**src/rtl/triangle_sweep_if.sv**
```systemverilog
// Control/sample bundle between a sweep controller (master) and the
// triangle_sweep generator (slave).
interface triangle_sweep_if #(
    parameter int SIGNAL_OUT_SIZE = 16,
    parameter int STEP_W          = 32
);
    logic                              on_in;
    logic                              mode_in;
    logic signed [SIGNAL_OUT_SIZE-1:0] minval_in;
    logic signed [SIGNAL_OUT_SIZE-1:0] maxval_in;
    logic        [STEP_W-1:0]          stepsize_in;
    logic signed [SIGNAL_OUT_SIZE-1:0] signal_out;
    logic                              dir_out;
    logic                              cycle_out;

    modport master (
        output on_in, mode_in, minval_in, maxval_in, stepsize_in,
        input  signal_out, dir_out, cycle_out
    );

    modport slave (
        input  on_in, mode_in, minval_in, maxval_in, stepsize_in,
        output signal_out, dir_out, cycle_out
    );
endinterface

```
**src/rtl/triangle_sweep.sv**
```systemverilog
// Sawtooth/triangle sweep generator for the DAC sample path: fractional
// accumulator, per-sweep latched bounds, exact clamping and a sweep-start strobe.
module triangle_sweep #(
    parameter int SIGNAL_OUT_SIZE = 16,
    parameter int FRAC_BITS       = 16
) (
    input logic             clk_in,
    input logic             rst_in,
    triangle_sweep_if.slave bus
);
    localparam int ACC_W = SIGNAL_OUT_SIZE + FRAC_BITS;

    typedef enum logic [2:0] {IDLE, HOLD, UP, TOP, DOWN} state_t;

    state_t                            state;
    logic signed [ACC_W-1:0]           acc;
    logic signed [SIGNAL_OUT_SIZE-1:0] min_l, max_l;
    logic        [ACC_W-1:0]           step_l;
    logic                              mode_l;
    logic                              dir_r, cycle_r;

    logic signed [ACC_W-1:0] min_acc, max_acc, live_min_acc;
    logic signed [ACC_W+1:0] acc_x, min_x, max_x, nxt_up, nxt_dn;
    logic                    up_hit, dn_hit, degen, load_set;

    // Two guard bits keep acc +/- a full 32-bit step from wrapping.
    always_comb begin
        min_acc      = {min_l, {FRAC_BITS{1'b0}}};
        max_acc      = {max_l, {FRAC_BITS{1'b0}}};
        live_min_acc = {bus.minval_in, {FRAC_BITS{1'b0}}};
        acc_x        = {{2{acc[ACC_W-1]}}, acc};
        min_x        = {{2{min_acc[ACC_W-1]}}, min_acc};
        max_x        = {{2{max_acc[ACC_W-1]}}, max_acc};
        nxt_up       = acc_x + $signed({2'b00, step_l});
        nxt_dn       = acc_x - $signed({2'b00, step_l});
        up_hit       = nxt_up >= max_x;
        dn_hit       = nxt_dn <= min_x;
        degen        = bus.minval_in >= bus.maxval_in;
        load_set     = !bus.on_in || state == IDLE || state == TOP ||
                       (state == DOWN && dn_hit);
    end

    always_ff @(posedge clk_in or posedge rst_in) begin
        if (rst_in) begin
            min_l  <= '0;
            max_l  <= '0;
            step_l <= '0;
            mode_l <= 1'b0;
        end else if (load_set) begin
            min_l  <= bus.minval_in;
            max_l  <= bus.maxval_in;
            step_l <= bus.stepsize_in;
            mode_l <= bus.mode_in;
        end
    end

    always_ff @(posedge clk_in or posedge rst_in) begin
        if (rst_in) begin
            state   <= IDLE;
            acc     <= '0;
            dir_r   <= 1'b0;
            cycle_r <= 1'b0;
        end else begin
            cycle_r <= 1'b0;
            dir_r   <= 1'b0;
            if (!bus.on_in) begin
                state <= IDLE;
                acc   <= live_min_acc;
            end else begin
                case (state)
                    IDLE: begin
                        acc     <= live_min_acc;
                        cycle_r <= 1'b1;
                        state   <= degen ? HOLD : UP;
                        dir_r   <= !degen;
                    end
                    HOLD: acc <= min_acc;
                    UP: begin
                        if (up_hit) begin
                            acc   <= max_acc;
                            state <= mode_l ? DOWN : TOP;
                            dir_r <= !mode_l;
                        end else begin
                            acc   <= nxt_up[ACC_W-1:0];
                            dir_r <= 1'b1;
                        end
                    end
                    TOP: begin
                        acc     <= min_acc;
                        cycle_r <= 1'b1;
                        state   <= degen ? HOLD : UP;
                        dir_r   <= !degen;
                    end
                    DOWN: begin
                        if (dn_hit) begin
                            acc     <= min_acc;
                            cycle_r <= 1'b1;
                            state   <= degen ? HOLD : UP;
                            dir_r   <= !degen;
                        end else begin
                            acc <= nxt_dn[ACC_W-1:0];
                        end
                    end
                    default: begin
                        state <= IDLE;
                        acc   <= live_min_acc;
                    end
                endcase
            end
        end
    end

    assign bus.signal_out = acc[ACC_W-1 -: SIGNAL_OUT_SIZE];
    assign bus.dir_out    = dir_r;
    assign bus.cycle_out  = cycle_r;
endmodule

```
**src/flat_wrapper.sv**
```systemverilog
// flat-port wrapper written by rule: the top's interface ports become plain ports
module triangle_sweep_flat 
#(
    parameter int SIGNAL_OUT_SIZE = 16,
    parameter int FRAC_BITS       = 16
)
  (clk_in, rst_in, bus_on_in, bus_mode_in, bus_minval_in, bus_maxval_in, bus_stepsize_in, bus_signal_out, bus_dir_out, bus_cycle_out);
  triangle_sweep_if #(.SIGNAL_OUT_SIZE(SIGNAL_OUT_SIZE)) bus_i ();
  input logic clk_in;
  input logic rst_in;
  input wire logic [$bits(bus_i.on_in)-1:0] bus_on_in;
  input wire logic [$bits(bus_i.mode_in)-1:0] bus_mode_in;
  input wire logic [$bits(bus_i.minval_in)-1:0] bus_minval_in;
  input wire logic [$bits(bus_i.maxval_in)-1:0] bus_maxval_in;
  input wire logic [$bits(bus_i.stepsize_in)-1:0] bus_stepsize_in;
  output wire logic [$bits(bus_i.signal_out)-1:0] bus_signal_out;
  output wire logic [$bits(bus_i.dir_out)-1:0] bus_dir_out;
  output wire logic [$bits(bus_i.cycle_out)-1:0] bus_cycle_out;
  assign bus_i.on_in = bus_on_in;
  assign bus_i.mode_in = bus_mode_in;
  assign bus_i.minval_in = bus_minval_in;
  assign bus_i.maxval_in = bus_maxval_in;
  assign bus_i.stepsize_in = bus_stepsize_in;
  assign bus_signal_out = bus_i.signal_out;
  assign bus_dir_out = bus_i.dir_out;
  assign bus_cycle_out = bus_i.cycle_out;
  triangle_sweep #(.SIGNAL_OUT_SIZE(SIGNAL_OUT_SIZE), .FRAC_BITS(FRAC_BITS)) u_core (.clk_in(clk_in), .rst_in(rst_in), .bus(bus_i));
endmodule
```
**config.mk**
```make
export PLATFORM = sky130hd
export DESIGN_NAME = triangle_sweep_flat
export DESIGN_NICKNAME = d
export VERILOG_FILES = /design/src/rtl/triangle_sweep_if.sv /design/src/rtl/triangle_sweep.sv /design/src/flat_wrapper.sv
export SDC_FILE = /design/constraint.sdc
export NUM_CORES = 1
export LEC_CHECK = 0
export CORE_ASPECT_RATIO = 0.9
export CORE_MARGIN = 2
export CORE_UTILIZATION = 64
export DETAILED_ROUTE_END_ITERATION = 10
export PLACE_DENSITY_LB_ADDON = 0.2
export SYNTH_ARGS = -nofsm -noshare
export SYNTH_HDL_FRONTEND = slang
export SYNTH_SLANG_ARGS = --single-unit
```
**constraint.sdc**
```tcl
create_clock -name clk_in -period 8.5 [get_ports clk_in]
set_input_delay 1.7 -clock clk_in [delete_from_list [all_inputs] [get_ports clk_in]]
set_output_delay 1.7 -clock clk_in [all_outputs]
set_load 0.1 [all_outputs]
```
==> report_table.html <==
<table>
<tr><th>Metric</th><th>Value</th></tr>
<tr><th colspan="2">Outcome</th></tr>
<tr><td>Status</td><td>completed</td></tr>
<tr><th colspan="2">GRT</th></tr>
<tr><td>Number of antenna violations at the first check in global routing</td><td>0</td></tr>
<tr><td>Largest net degree at the start of global routing</td><td>66</td></tr>
<tr><td>Global routing usage summed across all routing layers</td><td>35.0%</td></tr>
<tr><td>Wire length of the first global-routing pass</td><td>44300 um</td></tr>
<tr><td>Total grt overflow</td><td>0</td></tr>
<tr><td>Number of global-route vias before repair</td><td>8134</td></tr>
<tr><th colspan="2">Clock network</th></tr>
<tr><td>Clock network latency to the later pin of the worst-skew pair</td><td>370 ps</td></tr>
<tr><td>Clock sink count</td><td>102</td></tr>
<tr><td>Resized Gates After CTS</td><td>0</td></tr>
<tr><td>Number of buffers inserted during clock tree synthesis</td><td>9</td></tr>
<tr><td>Register clock-pin slew on the reported worst setup and hold paths</td><td>80 ps</td></tr>
<tr><td>Clock Tree Buf Depth</td><td>2</td></tr>
<tr><td>Master cell of the clock root buffer</td><td>sky130_fd_sc_hd__clkbuf_16</td></tr>
<tr><td>Cts hold-fix bufs</td><td>0</td></tr>
<tr><td>H-tree depth</td><td>3</td></tr>
<tr><td>Number of post-CTS setup repair buffers</td><td>0</td></tr>
<tr><td>TritonCTS clock tree</td><td>built</td></tr>
<tr><th colspan="2">STA</th></tr>
<tr><td>Slew headroom</td><td>28.3%</td></tr>
<tr><td>Max Clock Skew</td><td>13.7 ps</td></tr>
<tr><td>Highest achievable clock rate</td><td>136 MHz</td></tr>
<tr><td>Final Max Slew Viols</td><td>0</td></tr>
<tr><td>Total negative slack</td><td>0 ps</td></tr>
<tr><td>Share of the clock period used by the worst path</td><td>86.4%</td></tr>
<tr><td>Final setup violation count</td><td>0</td></tr>
<tr><td>Setup repair after global routing missed its margin</td><td>false</td></tr>
<tr><td>Hold violation total from the final report</td><td>0</td></tr>
<tr><td>Post-layout min period</td><td>7340 ps</td></tr>
<tr><td>Worst-margin pin slew</td><td>1070 ps</td></tr>
<tr><th colspan="2">Finish</th></tr>
<tr><td>Final Net Count</td><td>1347</td></tr>
<tr><td>Non-Filler Instances</td><td>1363</td></tr>
<tr><td>Fraction of final layout cells with drive strength greater than 1</td><td>9.10%</td></tr>
<tr><td>Total of fill cells in the finished design</td><td>1170</td></tr>
<tr><td>Commonest non-fill, non-tap cell in the layout</td><td>sky130_fd_sc_hd__ha_1</td></tr>
<tr><td>Antenna diodes</td><td>0</td></tr>
<tr><td>Multi-input logic area</td><td>0.00644 sq mm</td></tr>
<tr><td>Most used cells in the layout excluding fill and tap cells</td><td>117 x sky130_fd_sc_hd__ha_1, 116 x sky130_fd_sc_hd__inv_1, 102 x sky130_fd_sc_hd__dfrtp_1</td></tr>
<tr><td>Sequential cell area</td><td>0.00255 sq mm</td></tr>
<tr><td>Area overhead of the layout relative to synthesis</td><td>11.2%</td></tr>
<tr><th colspan="2">Critical path</th></tr>
<tr><td>CP Max Fanout</td><td>19</td></tr>
<tr><td>Data required time of the critical path</td><td>8670 ps</td></tr>
<tr><td>Worst Path Arrival</td><td>7520 ps</td></tr>
<tr><td>Worst Setup End Kind</td><td>flip-flop</td></tr>
<tr><td>Nature of the critical path startpoint</td><td>flip-flop</td></tr>
<tr><td>Crit Path Class</td><td>reg2reg</td></tr>
<tr><th colspan="2">Power and ir drop</th></tr>
<tr><td>Largest vdd supply drop</td><td>0.321 mV</td></tr>
<tr><td>Power density cells</td><td>405 mW/mm^2</td></tr>
<tr><td>Leakage</td><td>5.04 nW</td></tr>
<tr><th colspan="2">Drt</th></tr>
<tr><td>WL final</td><td>28300 um</td></tr>
<tr><td>1st-iter DRT viols</td><td>1323</td></tr>
<tr><td>Antenna-violating nets left</td><td>0</td></tr>
<tr><td>Detailed-route via count</td><td>9031</td></tr>
<tr><td>Post-DR vias/cell</td><td>6.63</td></tr>
<tr><td>WL/cell</td><td>20.8 um</td></tr>
<tr><td>Total iterations of the first detailed-routing run</td><td>6</td></tr>
<tr><td>Number of DRC violations after detailed routing</td><td>0</td></tr>
<tr><th colspan="2">Logic synthesis</th></tr>
<tr><td>Count of mapped cells out of synthesis</td><td>1123</td></tr>
<tr><td>Mean instance size in the synthesized netlist</td><td>8.70 sq um</td></tr>
<tr><td>Yosys cell types</td><td>81</td></tr>
<tr><td>Flip-flop cell with the highest count after synthesis</td><td>sky130_fd_sc_hd__dfrtp_1</td></tr>
<tr><td>Synthesized netlist net count</td><td>1310</td></tr>
<tr><td>EDFF count, synth</td><td>0</td></tr>
<tr><td>Post-synthesis async set-or-reset flop share</td><td>100%</td></tr>
<tr><td>Mapped Area</td><td>0.00977 sq mm</td></tr>
<tr><td>Warnings from Yosys</td><td>0</td></tr>
<tr><td>Portion of the post-synthesis area used by sequential elements</td><td>26.1%</td></tr>
<tr><td>Yosys reg bits</td><td>102</td></tr>
<tr><th colspan="2">Die</th></tr>
<tr><td>Vert. Die Dim</td><td>121 um</td></tr>
<tr><td>Die ar.</td><td>0.0163 sq mm</td></tr>
<tr><td>Initial standard-cell utilization of the core</td><td>65.9%</td></tr>
<tr><td>Boundary Pins</td><td>86</td></tr>
<tr><td>Core footprint</td><td>0.0148 sq mm</td></tr>
<tr><td>Standard-cell row count</td><td>42</td></tr>
<tr><td>Die boundary width</td><td>134 um</td></tr>
<tr><th colspan="2">Placement</th></tr>
<tr><td>Global placement routability congestion</td><td>0.993</td></tr>
<tr><td>Number of placed instances, taps included</td><td>1347</td></tr>
<tr><td>Half-perimeter wire length after placement</td><td>21300 um</td></tr>
<tr><td>IO buf count</td><td>85</td></tr>
<tr><th colspan="2">Worst hold path</th></tr>
<tr><td>Min-delay worst type</td><td>reg2reg</td></tr>
<tr><th colspan="2">Run</th></tr>
<tr><td>Number of maximum-capacitance constraint violations</td><td>0</td></tr>
</table>
-- per-layer routing --
layer / GRT usage (%) / vias up / part of all wire, %
met5: 0 / - / 0
met2: 48.5 / 605 / 40
met1: 54.2 / 4224 / 45
met4: 7.89 / 0 / 1.8
li1: - / 4148 / -
met3: 9.19 / 54 / 13
-- final timing paths --
check	startpoint	end	slack [ps]	cells past startpoint
min in group asynchronous	rst_in	u_core.step_l[6]$_DFFE_PP0P_	1720	2
worst max register to register	u_core.step_l[7]$_DFFE_PP0P_	u_core.acc[27]$_DFF_PP0_	1160	20
max in group asynchronous	rst_in	u_core.acc[23]$_DFF_PP0_	5540	3
worst min-delay path	u_core.min_l[1]$_DFFE_PP0P_	u_core.min_l[1]$_DFFE_PP0P_	550	1
worst max-delay path	u_core.step_l[7]$_DFFE_PP0P_	u_core.acc[27]$_DFF_PP0_	1160	20
worst min register to register	u_core.min_l[1]$_DFFE_PP0P_	u_core.min_l[1]$_DFFE_PP0P_	550	1
-- synth_stat cells, drive strengths merged, types with 28 or more instances --
| cell type | instances | area share, % |
|---|---|---|
| nor2 | 85 | 3.3 |
| a21o | 28 | 2.2 |
| nand2 | 51 | 2.0 |
| xnor2 | 30 | 2.7 |
| o21ai | 43 | 2.2 |
| a21oi | 68 | 3.5 |
| clkbuf | 30 | 1.2 |
| mux2 | 58 | 6.7 |
| ha | 117 | 15 |
| buf | 33 | 2.5 |
| dfrtp | 102 | 26 |
| nor3 | 38 | 1.9 |
| inv | 117 | 4.5 |
-- state kept, by name (all words and copies together) (netlist names) --
| signal | flops |
|---|---|
| u_core.acc | 32 |
| u_core.step_l | 32 |
| u_core.max_l | 16 |
| u_core.min_l | 16 |
| u_core.state | 3 |
| u_core.bus.cycle_out | 1 |
| u_core.bus.dir_out | 1 |
| u_core.mode_l | 1 |
-- area by class of cell --
cell class / count / share of cell area, %
clock buffer: 10 / 2.11
tap: 198 / 2.28
sequential: 102 / 23.5
multi-input combinational: 840 / 59.3
inverter: 118 / 4.10
timing repair buffer: 89 / 8.22
clock inverter: 6 / 0.472
-- metrics by stage --
| step | area, sq um | util, % | hold WS, ps | total power [mW] | worst slack (ps) |
|---|---|---|---|---|---|
| 4_1_cts | 10900 | 73.3 | 544 | 4.29 | 1310 |
| 3_5_place_dp | 10600 | 71.4 | 529 | 3.85 | 1370 |
| 2_1_floorplan | 9770 | - | 501 | 3.16 | 3070 |
| 3_3_place_gp | 10600 | 71.4 | 516 | 3.81 | 1600 |
| 5_1_grt | 10900 | 73.3 | 568 | 4.68 | 546 |
| 6_report | 10900 | 73.3 | 549 | 4.40 | 1160 |
-- where the power goes --
group          leakage, nW  switching [mW]  internal (mW)
Clock                0.134           0.211          0.204
Combinational         3.67            2.02           1.21
Sequential            1.23           0.132          0.620
-- worst max-delay path, stage by stage, from the launching register on --
cell	delay, ps
sky130_fd_sc_hd__dfrtp_1	370
sky130_fd_sc_hd__inv_1	50
sky130_fd_sc_hd__ha_1	460
sky130_fd_sc_hd__nand2b_1	220
sky130_fd_sc_hd__a221oi_1	600
sky130_fd_sc_hd__or3_1	220
sky130_fd_sc_hd__o211ai_1	130
sky130_fd_sc_hd__a2111oi_0	950
sky130_fd_sc_hd__o21ai_0	390
sky130_fd_sc_hd__o311ai_0	670
sky130_fd_sc_hd__ha_1	240
sky130_fd_sc_hd__nand4_1	110
sky130_fd_sc_hd__nor2_1	240
sky130_fd_sc_hd__nand4_1	120
sky130_fd_sc_hd__a31o_2	230
sky130_fd_sc_hd__nor4_1	190
sky130_fd_sc_hd__o2111ai_1	210
sky130_fd_sc_hd__o31ai_4	840
sky130_fd_sc_hd__mux2_2	420
sky130_fd_sc_hd__a222oi_1	310
sky130_fd_sc_hd__o21ai_0	180
-- cell families after synthesis --
| logic type | share of synthesized area (%) |
|---|---|
| mux | 8.94 |
| buf+inv | 8.16 |
| simple gates | 15.9 |
| compound gates | 21.6 |
| flops | 26.1 |
| fa+ha+maj | 15.4 |
| xor+xnor | 3.86 |
No activity file was read; power rests on OpenSTA's default activity.
